===== src/rtl/bist_scheduler_if.sv =====
// Requester and BIST-engine signal bundle for bist_scheduler.
// The slave modport is the scheduler; the master modport is the surrounding logic.
interface bist_scheduler_if #(
  parameter int NREQ  = 4,
  parameter int SIG_W = 16,
  parameter int GW    = (NREQ > 2) ? $clog2(NREQ) : 1
);
  logic [NREQ-1:0]       req;
  logic [NREQ*SIG_W-1:0] golden;
  logic [NREQ-1:0]       ack;
  logic                  pass;
  logic                  timeout_err;
  logic                  busy;
  logic [GW-1:0]         grant_id;
  logic                  bist_start;
  logic                  bist_end;
  logic [SIG_W-1:0]      signature;
  logic [15:0]           sessions;

  modport slave (
    input  req, golden, bist_end, signature,
    output ack, pass, timeout_err, busy, grant_id, bist_start, sessions
  );

  modport master (
    output req, golden, bist_end, signature,
    input  ack, pass, timeout_err, busy, grant_id, bist_start, sessions
  );
endinterface


===== src/rtl/bist_scheduler.sv =====
// Round-robin scheduler sharing one BIST engine between NREQ requesters,
// with a start-to-done watchdog and per-requester golden signature check.
//
// state    | meaning
// IDLE     | no session, waiting for any req
// ARB      | pick next requester after ptr (round robin)
// LAUNCH   | bist_start pulse, clear watchdog timer
// WAIT_CLR | wait for the previous run's done flag to drop
// WAIT_END | wait for bist_end of this run
// CHECK    | compare signature with granted golden value
// ACK      | ack/pass/timeout_err pulse to granted requester
module bist_scheduler #(
  parameter int NREQ    = 4,
  parameter int SIG_W   = 16,
  parameter int TIMEOUT = 1023
) (
  input logic            clk,
  input logic            reset,
  bist_scheduler_if.slave bus
);
  localparam int GW = (NREQ > 2) ? $clog2(NREQ) : 1;
  localparam int TW = $clog2(TIMEOUT + 1);
  localparam logic [TW-1:0] TMAX = TW'(TIMEOUT);

  typedef enum logic [2:0] {
    IDLE, ARB, LAUNCH, WAIT_CLR, WAIT_END, CHECK, ACK
  } state_t;

  state_t          state;
  logic [GW-1:0]   ptr;
  logic [TW-1:0]   timer;
  logic            arb_hit;
  logic [GW-1:0]   arb_id;
  logic [SIG_W-1:0] gold_sel;

  // First requesting index strictly after ptr, wrapping around.
  always_comb begin
    arb_hit = 1'b0;
    arb_id  = ptr;
    for (int k = 1; k <= NREQ; k++) begin
      if (!arb_hit && bus.req[(int'(ptr) + k) % NREQ]) begin
        arb_hit = 1'b1;
        arb_id  = GW'((int'(ptr) + k) % NREQ);
      end
    end
  end

  assign gold_sel = bus.golden[int'(grant_id_q()) * SIG_W +: SIG_W];

  function automatic logic [GW-1:0] grant_id_q();
    return bus.grant_id;
  endfunction

  always_ff @(posedge clk) begin
    if (reset) begin
      state           <= IDLE;
      ptr             <= GW'(NREQ - 1);
      timer           <= '0;
      bus.ack         <= '0;
      bus.pass        <= 1'b0;
      bus.timeout_err <= 1'b0;
      bus.busy        <= 1'b0;
      bus.bist_start  <= 1'b0;
      bus.grant_id    <= '0;
      bus.sessions    <= '0;
    end else begin
      case (state)
        IDLE: begin
          if (|bus.req) begin
            state    <= ARB;
            bus.busy <= 1'b1;
          end
        end
        ARB: begin
          if (arb_hit) begin
            bus.grant_id   <= arb_id;
            bus.bist_start <= 1'b1;
            state          <= LAUNCH;
          end else begin
            bus.busy <= 1'b0;
            state    <= IDLE;
          end
        end
        LAUNCH: begin
          bus.bist_start <= 1'b0;
          timer          <= '0;
          state          <= WAIT_CLR;
        end
        WAIT_CLR, WAIT_END: begin
          // Watchdog wins over bist_end; timer parks at TMAX.
          if (timer == TMAX) begin
            bus.ack               <= '0;
            bus.ack[bus.grant_id] <= 1'b1;
            bus.pass              <= 1'b0;
            bus.timeout_err       <= 1'b1;
            state                 <= ACK;
          end else begin
            timer <= timer + 1'b1;
            if (state == WAIT_CLR && !bus.bist_end)
              state <= WAIT_END;
            else if (state == WAIT_END && bus.bist_end)
              state <= CHECK;
          end
        end
        CHECK: begin
          bus.ack               <= '0;
          bus.ack[bus.grant_id] <= 1'b1;
          bus.pass              <= (bus.signature == gold_sel);
          bus.timeout_err       <= 1'b0;
          state                 <= ACK;
        end
        ACK: begin
          bus.ack         <= '0;
          bus.pass        <= 1'b0;
          bus.timeout_err <= 1'b0;
          bus.busy        <= 1'b0;
          ptr             <= bus.grant_id;
          if (bus.sessions != 16'hFFFF)
            bus.sessions <= bus.sessions + 16'd1;
          state <= IDLE;
        end
        default: begin
          bus.busy <= 1'b0;
          state    <= IDLE;
        end
      endcase
    end
  end
endmodule


===== src/flat_wrapper.sv =====
// flat-port wrapper written by rule: the top's interface ports become plain ports
module bist_scheduler_flat 
#(
  parameter int NREQ    = 4,
  parameter int SIG_W   = 16,
  parameter int TIMEOUT = 1023
)
  (clk, reset, bus_req, bus_golden, bus_bist_end, bus_signature, bus_ack, bus_pass, bus_timeout_err, bus_busy, bus_grant_id, bus_bist_start, bus_sessions);
  bist_scheduler_if #(.NREQ(NREQ), .SIG_W(SIG_W)) bus_i ();
  input logic clk;
  input logic reset;
  input wire logic [$bits(bus_i.req)-1:0] bus_req;
  input wire logic [$bits(bus_i.golden)-1:0] bus_golden;
  input wire logic [$bits(bus_i.bist_end)-1:0] bus_bist_end;
  input wire logic [$bits(bus_i.signature)-1:0] bus_signature;
  output wire logic [$bits(bus_i.ack)-1:0] bus_ack;
  output wire logic [$bits(bus_i.pass)-1:0] bus_pass;
  output wire logic [$bits(bus_i.timeout_err)-1:0] bus_timeout_err;
  output wire logic [$bits(bus_i.busy)-1:0] bus_busy;
  output wire logic [$bits(bus_i.grant_id)-1:0] bus_grant_id;
  output wire logic [$bits(bus_i.bist_start)-1:0] bus_bist_start;
  output wire logic [$bits(bus_i.sessions)-1:0] bus_sessions;
  assign bus_i.req = bus_req;
  assign bus_i.golden = bus_golden;
  assign bus_i.bist_end = bus_bist_end;
  assign bus_i.signature = bus_signature;
  assign bus_ack = bus_i.ack;
  assign bus_pass = bus_i.pass;
  assign bus_timeout_err = bus_i.timeout_err;
  assign bus_busy = bus_i.busy;
  assign bus_grant_id = bus_i.grant_id;
  assign bus_bist_start = bus_i.bist_start;
  assign bus_sessions = bus_i.sessions;
  bist_scheduler #(.NREQ(NREQ), .SIG_W(SIG_W), .TIMEOUT(TIMEOUT)) u_core (.clk(clk), .reset(reset), .bus(bus_i));
endmodule

===== config.mk =====
export PLATFORM = sky130hd
export DESIGN_NAME = bist_scheduler_flat
export DESIGN_NICKNAME = d
export VERILOG_FILES = /design/src/rtl/bist_scheduler_if.sv /design/src/rtl/bist_scheduler.sv /design/src/flat_wrapper.sv
export SDC_FILE = /design/constraint.sdc
export NUM_CORES = 1
export LEC_CHECK = 0
export CAP_MARGIN = 20
export CORE_MARGIN = 1.5
export CORE_UTILIZATION = 44
export CTS_CLUSTER_DIAMETER = 150
export DETAILED_ROUTE_END_ITERATION = 10
export GPL_TIMING_DRIVEN = 1
export PLACE_DENSITY = 0.81
export SLEW_MARGIN = 10
export SYNTH_ARGS = -nofsm -noshare
export SYNTH_HDL_FRONTEND = slang
export SYNTH_SLANG_ARGS = --single-unit

===== constraint.sdc =====
create_clock -name clk -period 2.6 [get_ports clk]
set_clock_uncertainty 0.1 [all_clocks]
set_input_delay 0.26 -clock clk [delete_from_list [all_inputs] [get_ports clk]]
set_output_delay 0.26 -clock clk [all_outputs]
set_load 0.01 [all_outputs]

==> summary.txt <==
STA
  – Fmax: 0.434 GHz
  – Final Max Slew Viols: 0
  – Hold Vio Cnt, Final: 0
  – TNS Setup: 0 ns
  – Final Critical Period: 2.30 ns
  – Final Cycle Share: 88.6%
  – Worst Max-Slew Pin Slew: 0.580 ns
  – # setup viols final: 0
  – RSZ-0062 raised after global routing: no
  – Hold_ws: 0.377 ns
  – Max-slew headroom: 61.3%

Drt
  – Vias post-DR: 3,078
  – WL/cell: 16.6 um
  – Vias/cell: 5.85
  – DRC: 0
  – Initial DRC count: 171
  – Routed Antenna Nets: 0
  – DRT Pass-1 Iters: 5
  – Total wire length: 8740 um

Layout
  – Ratio of cells with drive above 1 in the final layout: 7.35%
  – Syn-to-layout area delta: 46.6%
  – Post-route cell area: 0.00419 mm^2
  – Multi-input combinational cell area: 0.00189 mm^2
  – Nets: 538
  – Register area: 821 um^2
  – Final core utilization: 66.3%
  – Fillers: 535
  – N_diodes: 0

Setup path
  – Worst setup EP type: flip-flop
  – Crit path DAT: 2.43 ns
  – Crit path launch type: flip-flop
  – CP Max Fanout: 15
  – CP Class: reg2reg
  – WP data required: 2.73 ns

Min path
  – Worst min path class: reg2reg

Floorplan
  – Die footprint: 0.00698 mm^2
  – Die W: 83.6 um
  – I/O Pins: 113
  – Die span in y: 83.6 um
  – Core Rows: 29
  – Initial core utilization: 45.2%
  – Core area: 0.00631 mm^2

GRT
  – Global route hottest layer: met2
  – Largest net degree at the start of global routing: 28
  – Gr usage total: 24.4%
  – GR Util met1: 29.5%
  – First-pass GRT wire length: 14,100 um
  – Vias in the first global route: 2,929
  – Met2 usage: 44.0%
  – Met3 usage in global routing: 4.65%
  – Global route overflow: 0
  – Initial antenna violation count: 0

Clock tree
  – Postcts setup bufs: 0
  – Clk_lat worst skew: 0.30 ns
  – Htree depth: 2
  – Clk buf depth: 2
  – Hold Buf Count CTS: 0
  – Post-cts resize count: 0
  – CTS tree: built
  – Sink Count: 41
  – Reg clk slew, reported paths: 0.08 ns
  – Total CTS buffers: 5
  – Root Driver: clkbuf_8

Pwr
  – Sequential share of power: 40.6%
  – Switch Pwr: 0.426 mW
  – Switching share of power: 26.0%
  – Proportion of power drawn by the clock network: 32.3%
  – Total Power: 1.64 mW
  – Comb power frac: 27.0%
  – Leakage power: 1.40 nW
  – Pwr dens: 392 mW/mm^2
  – Peak VDD IR: 0.285 mV
  – P_int: 1.21 mW

Synthesis
  – Sequential area share after synthesis: 28.7%
  – Post-Synthesis Cells: 332
  – Async set-reset flop share out of synthesis: 0%
  – Syn. warnings: 0
  – Post-Syn Area: 0.00286 mm^2
  – FF+latch count, synth: 41
  – Post-synth cell types: 61
  – Main flop type after synthesis: dfxtp_1
  – Synth Net Count: 422
  – Cell taking the most area after synthesis: dfxtp_1
  – Top cells by area, synth: dfxtp_1 29%, mux2i_1 6.0%, a21oi_1 4.6%
  – Number of synthesized flops with an enable pin: 0
  – Synth top cells by count: 41 x dfxtp_1, 26 x a21oi_1, 26 x nor2_1
  – Synth top area share: 28.7%
  – Most common cell in the netlist: dfxtp_1
  – Mean Syn Cell Area: 8.60 um^2

Placed design
  – Cell Area, Placed: 0.00407 mm^2
  – RD Place Congestion: 0.846
  – Port bufs: 112
  – Detailed-placement wirelength estimate: 6890 um

Flow run
  – Max_cap viols: 0

Outcome
  – Status: complete, no violations
## critical path, cell delays in order, from the launching register on
cell      delay (ns)
dfxtp_1         0.36
ha_1            0.26
and3_1          0.24
a41oi_2         0.32
a211oi_2        0.12
buf_4           0.19
or4_1           0.49
a21oi_1         0.16
## flip-flops by register name, summed over array words and instances, names as in the netlist
| register | cells |
|---|---|
| u_core.bus.sessions | 16 |
| u_core.bus.busy | 1 |
| u_core.state | 3 |
| u_core.bus.pass | 1 |
| u_core.bus.grant_id | 2 |
| u_core.ptr | 2 |
| u_core.bus.bist_start | 1 |
| u_core.timer | 10 |
| u_core.bus.ack | 4 |
| u_core.bus.timeout_err | 1 |
## through the flow
step	std cells	setup slack [ns]
after floorplan	332	0.615
after global placement	518	0.363
after detailed placement	518	0.299
after CTS	526	0.279
after global routing	526	0.0480
final	526	0.297
## cell type report
| cell class | instances | share of cell area, % |
|---|---|---|
| Clock buffer | 7 | 2.06 |
| Multi-Input combinational cell | 260 | 45.1 |
| Timing Repair Buffer | 122 | 28.6 |
| Clock inverter | 1 | 0.717 |
| Inverter | 18 | 1.61 |
| Sequential cell | 41 | 19.6 |
| Tap cell | 77 | 2.30 |
## power by group through the flow
stage	sequential, mW	clock, mW	combinational (mW)
2_1_floorplan	0.673	0	0.238
3_3_place_gp	0.679	0	0.429
3_5_place_dp	0.680	0	0.439
4_1_cts	0.665	0.542	0.442
5_1_grt	0.670	0.559	0.478
6_report	0.666	0.530	0.443
## logic make-up (layout without fill, tap and decap cells)
group | count (synthesis) | count (layout) | synth area share [%]
buffers and inverters | 31 | 148 | 5.13
AND/OR/NAND/NOR | 112 | 112 | 20.7
flip-flops | 41 | 41 | 28.7
multiplexers | 28 | 28 | 14.5
XOR/XNOR | 22 | 22 | 6.75
adder cells (fa/ha/maj) | 3 | 3 | 1.31
AO/OA/AOI/OAI | 95 | 95 | 22.8
## final timing paths
path                                         from           endpoint  slack, ns  cells after the start
worst max-delay path              u_core.timer[0]    u_core.timer[5]       0.30                      7
worst max register to register    u_core.timer[0]    u_core.timer[5]       0.30                      7
worst min register to register  u_core.bus.ack[3]  u_core.bus.ack[3]       0.38                      2
worst min-delay path            u_core.bus.ack[3]  u_core.bus.ack[3]       0.38                      2
## metal layers
metal | vias to the layer above | part of all wire [%]
met5 | - | 0
met4 | 0 | 1.8
met3 | 17 | 5.8
met2 | 110 | 51
met1 | 1463 | 42
li1 | 1488 | -
## layout by cell type, fill, tap and decap left out, types with 4 or more instances in the layout
cell,synthesis,layout
clkdlybuf4s50_1,0,112
dfxtp_1,41,41
nor2_1,26,26
a21oi_1,26,26
nand2_1,22,22
o21ai_0,17,17
mux2i_1,17,17
inv_1,16,16
nand3_1,14,14
or3_1,13,13
xnor2_1,13,13
buf_4,1,10
xor2_1,9,9
nor3_1,8,8
o31ai_1,6,6
clkbuf_8,0,6
o211ai_1,5,5
mux4_2,5,5
nand4_1,4,4
or4_1,4,4
nor4_1,4,4
o22ai_1,4,4
mux4_1,4,4
No activity file was read; power rests on OpenSTA's default activity.
==> patch, RTL diff (same flow settings) <==
`SIG_W` is set to 16 in 3 places; all go to 32.
--- a/src/rtl/bist_scheduler_if.sv
+++ b/src/rtl/bist_scheduler_if.sv
@@ -2,7 +2,7 @@
 // The slave modport is the scheduler; the master modport is the surrounding logic.
 interface bist_scheduler_if #(
   parameter int NREQ  = 4,
-  parameter int SIG_W = 16,
+  parameter int SIG_W = 32,
   parameter int GW    = (NREQ > 2) ? $clog2(NREQ) : 1
 );
   logic [NREQ-1:0]       req;
--- a/src/rtl/bist_scheduler.sv
+++ b/src/rtl/bist_scheduler.sv
@@ -11,7 +11,7 @@
 // ACK      | ack/pass/timeout_err pulse to granted requester
 module bist_scheduler #(
   parameter int NREQ    = 4,
-  parameter int SIG_W   = 16,
+  parameter int SIG_W   = 32,
   parameter int TIMEOUT = 1023
 ) (
   input logic            clk,
--- a/src/flat_wrapper.sv
+++ b/src/flat_wrapper.sv
@@ -2,7 +2,7 @@
 module bist_scheduler_flat 
 #(
   parameter int NREQ    = 4,
-  parameter int SIG_W   = 16,
+  parameter int SIG_W   = 32,
   parameter int TIMEOUT = 1023
 )
   (clk, reset, bus_req, bus_golden, bus_bist_end, bus_signature, bus_ack, bus_pass, bus_timeout_err, bus_busy, bus_grant_id, bus_bist_start, bus_sessions);
Ports: changed (resized bus_golden and bus_signature); port bits go from 113 to 193. No check against the original RTL was run, so the function may have changed too.
==> patch against the original RTL <==
Cell area up 30%. Synthesized area up 16%. Total power up 19%. Sequential cell count unchanged. Utilization up 9.0 points. Wire length up 35%. Setup slack better by 0.017 ns. Critical path type unchanged. Largest power group is now combinational logic.
==> patch: results <==
[run_status]
outcome = completed

[cts]
post_cts.repair.setup_buffers = 0
cts-htree-levels = 2
clock_path_buffers = 2
post_cts_resize_count = 0
path_clk_slew_ns = 0.07
cts_root_buf = sky130_fd_sc_hd__clkbuf_8
clk_latency_ns = 0.29
cts_buffers = 5

[synth]
ys_top_cells_by_area = sky130_fd_sc_hd__dfxtp_1 (25%), sky130_fd_sc_hd__mux4_2 (14%), sky130_fd_sc_hd__xnor2_1 (7.9%), sky130_fd_sc_hd__xor2_1 (5.3%), sky130_fd_sc_hd__mux2i_1 (5.1%)
synth-main-ff-cell = sky130_fd_sc_hd__dfxtp_1
synth-xor-area-share = 0.132
mappedNetlistArea_mm2 = 0.00331
ys_top_cells_by_count = sky130_fd_sc_hd__dfxtp_1 (41), sky130_fd_sc_hd__nor2_1 (37), sky130_fd_sc_hd__xnor2_1 (30), sky130_fd_sc_hd__nand2_1 (28)
yosysSeqAreaShare = 0.248
yosys.cell_types.count = 55
synth.net_count = 537
synth.area.mux_share = 0.223
synthArstFlopShare = 0
synth_fa_ha_area_frac = 0.0114
share_of_the_synthesized_area_in_compound_gates_ao_oa_aoi_oai = 0.130
synth_warnings = 0

[power]
maximum_vdd_drop_mv = 0.216
static_leak_nw = 1.86

[layout]
num_antenna_cells = 0
fin_nets = 729
top_regs = u_core.bus.sessions: 16 flops, u_core.timer: 10 flops, u_core.bus.ack: 4 flops
final.fill_count = 547
layout-drive-gt1-share = 0.0877

[worst_hold_path]
worst_hold_path_type = reg -> reg

[grt]
initial_antenna_violation_count = 0
grt_pass1_vias = 3552
grt_first_pass_wirelength_um = 17600
grt.total_usage = 0.292
grt_start_max_net_pins = 24

[drt]
drt-initial-drc-count = 229
vias_per_cell = 5.52
drtPass1Iterations = 5
routed_wl_um = 11800
dr_wl_met2_um = 5650
detail_route.wirelength.met1_um = 5120
detailroute.wirelength.met3_um = 721
route.top_layer_used = met4

[placed_design]
gpl.final_weighted_congestion = 0.943
worst_slack_after_detailed_placement_ns = 0.319
numPortBuffers = 192
hpwlAfterDp_um = 10000

[setup_path]
crit_path_top_delay_cell = sky130_fd_sc_hd__dfxtp_2
crit_path_max_fanout = 11
timing.critical_path.arrival_ns = 2.41
worst_path_largest_cell_delay_ns = 0.52

[sta]
maxSlewHeadroom = 0.565
## patch: area by class of cell
| class | instances | share of cell area |
|---|---|---|
| multi-input combinational | 294 | 0.428 |
| tap | 99 | 0.0227 |
| inverter | 11 | 0.00757 |
| timing repair buffer | 206 | 0.371 |
| sequential | 41 | 0.151 |
| clock inverter | 2 | 0.00642 |
| clock buffer | 5 | 0.0126 |
## patch: worst paths after layout
check / from / endpoint / slack [ns] / cells after the start
setup / recovery: u_core.bus.grant_id[0] / u_core.bus.pass / 0.31 / 6
hold / removal: u_core.bus.ack[1] / u_core.bus.ack[1] / 0.37 / 2
setup reg to reg: u_core.bus.grant_id[0] / u_core.bus.pass / 0.31 / 6
hold reg to reg: u_core.bus.ack[1] / u_core.bus.ack[1] / 0.37 / 2
## patch: per-layer routing
layer / GRT usage / vias up
li1: - / 1751
met1: 0.386 / 1697
met2: 0.488 / 161
met3: 0.0567 / 24
met4: 0.0755 / 0
met5: 0 / -
## patch: cells by family after synthesis
family	count (synthesis)
AO/OA/AOI/OAI	63
XOR/XNOR	50
adder cells (fa/ha/maj)	3
buffers and inverters	32
flip-flops	41
multiplexers	42
AND/OR/NAND/NOR	136
## patch: critical path, delay by kind of cell (launching register included)
family | cells | cell delay [ns]
AO/OA/AOI/OAI | 2 | 0.55
flip-flops | 1 | 0.52
multiplexers | 1 | 0.52
buffers and inverters | 1 | 0.24
XOR/XNOR | 1 | 0.16
AND/OR/NAND/NOR | 1 | 0.13
## patch: report_power, final
part	total (mW)	internal (mW)	leakage, nW	switching, mW
logic	0.767	0.482	1.47	0.285
registers	0.690	0.644	0.333	0.0460
clock network	0.498	0.279	0.0540	0.219
total	1.96	1.41	1.86	0.550
## patch: stage by stage
step                       util  hold slack [ns]  std cells  total power, mW  cell area (um^2)
after floorplan               -            0.292        367             1.09              3310
after global placement    0.738            0.354        651             1.45              5350
after detailed placement  0.738            0.360        651             1.47              5350
after CTS                 0.752            0.375        658             1.95              5460
after global routing      0.752            0.386        658             2.04              5460
final                     0.752            0.374        658             1.96              5460
